[config.mk]
export PLATFORM = sky130hd
export DESIGN_NAME = key_conditioner
export DESIGN_NICKNAME = d
export VERILOG_FILES = /design/src/rtl/key_conditioner.sv
export SDC_FILE = /design/constraint.sdc
export NUM_CORES = 1
export LEC_CHECK = 0
export CAP_MARGIN = 20
export CORE_MARGIN = 1
export CORE_UTILIZATION = 52
export DETAILED_ROUTE_END_ITERATION = 10
export PLACE_DENSITY = 0.76
export SLEW_MARGIN = 10
export SYNTH_ARGS = -nofsm -noshare
export SYNTH_HDL_FRONTEND = slang
export SYNTH_SLANG_ARGS = --single-unit
[constraint.sdc]
create_clock -name clk -period 2.7 [get_ports clk]
set_input_delay 0.54 -clock clk [delete_from_list [all_inputs] [get_ports clk]]
set_output_delay 0.54 -clock clk [all_outputs]
set_load 0.02 [all_outputs]
[src/rtl/key_conditioner.sv]
// Key debouncer with auto-repeat: turns a synchronized key level into one-cycle
// press strobes, a debounced held level and a wrapping count of strobes.
module key_conditioner #(
  parameter int unsigned DEBOUNCE     = 4,
  parameter int unsigned REPEAT_DELAY = 16,
  parameter int unsigned REPEAT_RATE  = 8
) (
  input  logic       clk,
  input  logic       reset,
  input  logic       key,
  input  logic       repeat_en,
  output logic       pulse,
  output logic       held,
  output logic [7:0] press_count
);

  localparam int unsigned CW = 8;

  localparam logic [2:0] IDLE       = 3'd0;
  localparam logic [2:0] DB_PRESS   = 3'd1;
  localparam logic [2:0] HELD       = 3'd2;
  localparam logic [2:0] REPEAT     = 3'd3;
  localparam logic [2:0] DB_RELEASE = 3'd4;

  // Terminal timer values: the transition fires on the edge that sees cnt at these.
  localparam logic [CW-1:0] DB_LAST    = CW'(DEBOUNCE - 1);
  localparam logic [CW-1:0] DELAY_LAST = CW'(REPEAT_DELAY - 1);
  localparam logic [CW-1:0] RATE_LAST  = CW'(REPEAT_RATE - 1);

  logic [2:0]    state, state_next;
  logic [CW-1:0] cnt, cnt_next;
  logic          pulse_next;
  logic          held_next;
  logic [CW-1:0] press_count_next;

  // State, shared timer and registered outputs
  always_ff @(posedge clk or negedge reset) begin
    if (!reset) begin
      state       <= IDLE;
      cnt         <= '0;
      pulse       <= 1'b0;
      held        <= 1'b0;
      press_count <= '0;
    end else begin
      state       <= state_next;
      cnt         <= cnt_next;
      pulse       <= pulse_next;
      held        <= held_next;
      press_count <= press_count_next;
    end
  end

  // Next-state, timer and output values
  always_comb begin
    state_next = state;
    cnt_next   = cnt;
    pulse_next = 1'b0;
    held_next  = held;

    case (state)
      IDLE: begin
        cnt_next  = '0;
        held_next = 1'b0;
        if (key) begin
          state_next = DB_PRESS;
          cnt_next   = CW'(1);
        end
      end

      DB_PRESS: begin
        if (!key) begin
          state_next = IDLE;
          cnt_next   = '0;
        end else if (cnt == DB_LAST) begin
          state_next = HELD;
          cnt_next   = '0;
          held_next  = 1'b1;
          pulse_next = 1'b1;
        end else begin
          cnt_next = cnt + CW'(1);
        end
      end

      HELD, REPEAT: begin
        if (!key) begin
          state_next = DB_RELEASE;
          cnt_next   = CW'(1);
        end else if (!repeat_en) begin
          cnt_next = '0;
        end else if (cnt == ((state == HELD) ? DELAY_LAST : RATE_LAST)) begin
          state_next = REPEAT;
          cnt_next   = '0;
          pulse_next = 1'b1;
        end else begin
          cnt_next = cnt + CW'(1);
        end
      end

      DB_RELEASE: begin
        if (key) begin
          // Release glitch: back to held, full initial repeat delay again
          state_next = HELD;
          cnt_next   = '0;
        end else if (cnt == DB_LAST) begin
          state_next = IDLE;
          cnt_next   = '0;
          held_next  = 1'b0;
        end else begin
          cnt_next = cnt + CW'(1);
        end
      end

      default: begin
        state_next = IDLE;
        cnt_next   = '0;
        held_next  = 1'b0;
      end
    endcase
  end

  assign press_count_next = press_count + CW'(pulse_next);

endmodule

==> qor.yml, run 1 <==
status:
  status: "finished, final reports clean"
job:
  drv_cap: 0
synthesis:
  synthFlopType: "dfrtp_1"
  syn-cell-area_mm2: 0.00104
  synthArstFlopShare_pct: 100
  yosysWarnings: 0
  synthCells: 98
  synth_edf_count: 0
  avgSynthCellArea_um2: 10.6
  synth-seq-cells: 21
  synth_nets: 105
  synth_cell_types: 35
  yosysSeqAreaShare_pct: 50.4
clock_tree:
  htree_num_levels: 1
  cts_hold_buffers: 0
  cts.repair.resized: 0
  cts.sink_count: 21
  clkLatencyLatePin_ps: 300
  cts_buffers: 3
  cts_max_path_buffers: 2
  cts_setup_buffers: 0
  clockRootBuffer: "clkbuf_4"
  cts_tree: "done"
  path_clk_slew_ps: 120
timing:
  worst_hold_slack_ps: 487
  fin_crit_ps: 2440
  fin_ws_ps: 261
  tns_ps: 0
  fmax_ghz: 0.410
  setup-violations-final: 0
  slew_violations: 0
  rsz0062_at_grt: "false"
  fin_skew_ps: 3.88
  slew_headroom_pct: 75.7
  final_hold_viol_count: 0
  worst_pin_slew_ps: 362
  fin_crit_sh_pct: 90.3
power:
  peakVddDrop_v: 0.000341
  p_per_area_mw_per_mm2: 496
  leakagePower_nw: 0.535
  p_total_mw: 0.612
final_layout:
  fin_nets: 122
  layout.cells.non_filler: 139
  n_antenna_cell: 0
  fin_area_mm2: 0.00123
  syn_to_final_growth_pct: 18.2
  post-route-util_pct: 68.5
  n_fill_cell: 141
  drive_gt1_share_pct: 8.77
worst_setup_path:
  crit_required_ps: 2900
  startpoint_type: "flip-flop"
  critical_path_class: "flip-flop to flip-flop"
  worstPathArrival_ps: 2640
  endpoint_kind: "flip-flop"
  path_max_fanout: 5
placement:
  dp_slack_ps: 258
  placed_area_mm2: 0.00121
  gp_congestion: 0.847
  dp_cells: 135
  port_buffers: 13
  hpwl_um: 1480
route:
  via_per_inst: 5.89
  avgRoutedWirePerCell_um: 14.2
  routed_wl_um: 1980
  drt_first_pass_iters: 4
  vias: 819
  drt_iter0_drc: 14
  drc: 0
  ant_nets: 0
die:
  rows: 15
  io_pins: 14
  die_w_um: 46.8
  die_y_um: 46.8
  dieArea_mm2: 0.00219
  start_util_pct: 57.9
  core_mm2: 0.00180
grt:
  grt_max_degree: 22
  track_usage_pct: 22.2
  globalRouteOverflowTotal: 0
  grt_pass1_wl_um: 3340
  antenna_found_initial: 0
  grt_pass1_vias: 804
worst_hold_path:
  hold_class: "flip-flop to flip-flop"
==> power breakdown <==
group	switching [mW]	internal (mW)	total, mW
combinational	0.0554	0.0483	0.104
sequential	0.0225	0.336	0.359
clock	0.0942	0.0552	0.149
total	0.172	0.440	0.612
==> cell type report <==
type | instances | area [µm²] | share of cell area, %
flip-flops and latches | 21 | 526 | 42.6
inverters | 2 | 7.51 | 0.609
repair buffers | 15 | 145 | 11.8
clock inverters | 1 | 5.00 | 0.406
multi-input cells | 72 | 497 | 40.3
clock buffers | 3 | 22.5 | 1.83
well taps | 25 | 31.3 | 2.54
==> kinds of logic (layout without fill, tap and decap cells) <==
group                    count (synthesis)  after routing  synth area share [%]
AO/OA/AOI/OAI                           21             21                  13.7
XOR/XNOR                                12             12                  10.1
adder cells (fa/ha/maj)                  3              3                  3.60
buffers and inverters                    5             21                  2.04
flip-flops                              21             21                  50.4
AND/OR/NAND/NOR                         36             36                  20.3
==> metal layers <==
layer  vias up  global-route usage, %  share of wire [%]  wire length, µm
met2        18                   33.1                 47              922
met5         -                      0                  0                0
met1       406                   28.8                 47              936
met3         2                   3.46                4.8               94
met4         0                   17.7                1.1               21
li1        393                      -                  -                -
==> registers in the layout, indices dropped and copies added (netlist names) <==
signal       count
held             1
state            3
pulse            1
cnt              8
press_count      8
==> critical path: stages, from the launching register on <==
cell and delay [ps]:
dfrtp_1 440, or4_4 560, nor2_2 180, nand4_1 120, a21oi_1 220, ha_1 220, ha_1 190, and3_1 190
nand3_1 100, xnor2_1 130
==> cells in the final DEF, fill, tap and decap left out, types with 3 or more instances in the layout <==
| master | netlist | final |
|---|---|---|
| dfrtp_1 | 21 | 21 |
| clkdlybuf4s50_1 | 0 | 13 |
| a21oi_1 | 9 | 9 |
| nand3_1 | 8 | 8 |
| xnor2_1 | 6 | 6 |
| xor2_1 | 6 | 6 |
| nand2_1 | 4 | 4 |
| and3_1 | 4 | 4 |
| nor2_1 | 3 | 3 |
| ha_1 | 3 | 3 |
| clkbuf_4 | 0 | 3 |
==> Yosys cell counts (2+ instances only) <==
| cell | instances | share of area (%) |
|---|---|---|
| a21oi_1 | 9 | 4.3 |
| nor2b_1 | 2 | 1.2 |
| and3_1 | 4 | 2.4 |
| dfrtp_1 | 21 | 50 |
| nand4_1 | 2 | 1.2 |
| nand2_1 | 4 | 1.4 |
| nor4_1 | 2 | 1.2 |
| xor2_1 | 6 | 5.0 |
| nand2b_1 | 2 | 1.2 |
| xnor2_1 | 6 | 5.0 |
| inv_1 | 2 | 0.72 |
| nor2_1 | 3 | 1.1 |
| nand3_1 | 8 | 3.8 |
| ha_1 | 3 | 3.6 |
| a311oi_1 | 2 | 1.7 |
| o211ai_1 | 2 | 1.4 |
| nor3b_1 | 2 | 1.4 |
==> worst paths after layout <==
kind / startpoint / endpoint / slack (ps) / depth (start not counted)
setup reg to reg: cnt[4] / press_count[6] / 260 / 9
hold reg to reg: press_count[7] / press_count[7] / 490 / 1
setup / recovery: cnt[4] / press_count[6] / 260 / 9
hold / removal: press_count[7] / press_count[7] / 490 / 1
max in group asynchronous: reset / pulse / 1920 / 2
min in group asynchronous: reset / cnt[2] / 570 / 2
(Power assumes the default switching activity.)
==> inputs of run 2 (changes only) <==
--- a/config.mk
+++ b/config.mk
@@ -6,7 +6,7 @@
 export NUM_CORES = 1
 export LEC_CHECK = 0
 export CAP_MARGIN = 20
-export CORE_MARGIN = 1
+export CORE_MARGIN = 2
 export CORE_UTILIZATION = 52
 export DETAILED_ROUTE_END_ITERATION = 10
 export PLACE_DENSITY = 0.76
==> qor.yml, run 2 (synthesized netlist as in run 1, its figures left out) <==
status:
  status: "finished, final reports clean"
timing:
  setup-violations-final: 0
  slew_headroom_pct: 77.9
  fin_skew_ps: 1.17
  slew_violations: 0
  fin_crit_ps: 2460
  fmax_ghz: 0.406
  worst_pin_slew_ps: 329
  rsz0062_at_grt: "false"
  final_hold_viol_count: 0
  fin_crit_sh_pct: 91.1
  tns_ps: 0
worst_setup_path:
  crit_buf_inv: 0
  critical_path.top_delay_family: "simple AND/OR/NAND/NOR gates"
  crit_required_ps: 2890
  crit_path_top_delay_cell: "or4_4"
  crit_top_cell: "ha_1"
  critical_path_class: "flip-flop to flip-flop"
  path_cells: "or4_4 > nor2_2 > nand4_1 > a21oi_1 > ha_1 > ha_1 > and3_1 > nand3_1 > xnor2_1"
  startpoint_type: "flip-flop"
  path_max_fanout: 5
  endpoint_kind: "flip-flop"
  timing.rr.end: "press_count[6]"
  slowest_delay_ps: 550
  reg2reg_setup_slack_ps: 240
  ff2ff_path_depth: 9
  reg2reg_from: "cnt[4]"
  worstPathArrival_ps: 2650
final_layout:
  drive_gt1_share_pct: 7.96
  top_regs: "cnt: 8 flops, press_count: 8 flops, state: 3 flops"
  layout_commonest_cell: "dfrtp_1"
  n_fill_cell: 157
  n_antenna_cell: 0
  syn_to_final_growth_pct: 17.7
  multi_input_area_um2: 497
  layout_common_cells: "dfrtp_1 (21), clkdlybuf4s50_1 (13), a21oi_1 (9)"
  register_area_um2: 526
  post-route-util_pct: 63.9
  fin_area_mm2: 0.00123
  fin_nets: 121
clock_tree:
  cts.repair.resized: 0
  cts_tree: "done"
  cts.sink_count: 21
  clockRootBuffer: "clkbuf_4"
  cts_max_path_buffers: 2
  cts_setup_buffers: 0
  cts_buffers: 3
  path_clk_slew_ps: 120
  htree_num_levels: 1
  cts_hold_buffers: 0
  clkLatencyLatePin_ps: 290
grt:
  grt_pass1_vias: 752
  grt_pass1_wl_um: 3290
  globalRouteOverflowTotal: 0
  grt_max_degree: 22
  track_usage_pct: 17.7
  antenna_found_initial: 0
placement:
  port_buffers: 13
  hpwl_um: 1370
  gp_congestion: 0.912
  placed_area_mm2: 0.00120
route:
  avgRoutedWirePerCell_um: 13.7
  via_per_inst: 5.64
  routed_wl_um: 1910
  vias: 790
  drt_iter0_drc: 12
  ant_nets: 0
  drc: 0
  drt_first_pass_iters: 4
job:
  drv_cap: 0
die:
  io_pins: 14
  die_y_um: 48.8
  die_w_um: 48.8
  dieArea_mm2: 0.00238
  start_util_pct: 54.3
  rows: 16
  core_mm2: 0.00192
worst_hold_path:
  min_to: "press_count[7]"
  hold_class: "flip-flop to flip-flop"
  worstHoldStart: "press_count[7]"
  worstHoldPathCells: 1
power:
  p_total_mw: 0.611
  leakagePower_nw: 0.530
  p_per_area_mw_per_mm2: 497
  peakVddDrop_v: 0.000453
-- run 2: cell types whose count changed in the layout (fill, tap and decap cells not counted) --
cell / delta
buf_4: -1
-- run 2: per-layer routing --
metal  part of all wire (%)  wire length [µm]  GRT usage, %
met1                     50               951          24.2
met2                     45               867          26.9
met3                    4.4                84          5.21
met4                   0.42                 8          6.19
met5                      0                 0             0
-- run 2: through the flow --
stage	instances	worst slack, ps	hold WS [ps]
2_1_floorplan	98	434	244
6_report	140	239	486
4_1_cts	140	234	487
5_1_grt	140	49.8	527
3_5_place_dp	136	252	470
3_3_place_gp	136	313	460
-- run 2: cell type report --
cell class                 instances  share of cell area, %
tap                               27                   2.75
timing repair buffer              14                   11.2
clock buffer                       3                   1.83
multi-input combinational         72                   40.4
clock inverter                     1                  0.407
sequential                        21                   42.8
inverter                           2                  0.611
-- run 2: how the worst max path moves through the flow --
stage,startpoint,end,depth (start not counted)
2_1_floorplan,cnt[4],press_count[6],9
3_3_place_gp,key,press_count[6],8
3_5_place_dp,key,press_count[6],8
4_1_cts,cnt[4],press_count[6],9
5_1_grt,cnt[4],press_count[6],9
6_report,cnt[4],press_count[6],9
-- run 2: worst register-to-register path: cells and delay by family, from the launching register on --
| kind | cells | cell delay (ps) |
|---|---|---|
| AND/OR/NAND/NOR | 5 | 1150 |
| AO/OA/AOI/OAI | 1 | 220 |
| XOR/XNOR | 1 | 140 |
| flip-flops | 1 | 440 |
| adder cells (fa/ha/maj) | 2 | 400 |
-- run 2: report_power, final --
| group | total [mW] | switching [mW] | leakage, nW | internal, mW |
|---|---|---|---|---|
| Combinational | 0.104 | 0.0565 | 0.226 | 0.0477 |
| Clock | 0.148 | 0.0928 | 0.0177 | 0.0551 |
| Sequential | 0.359 | 0.0228 | 0.286 | 0.336 |
| Total | 0.611 | 0.172 | 0.530 | 0.439 |
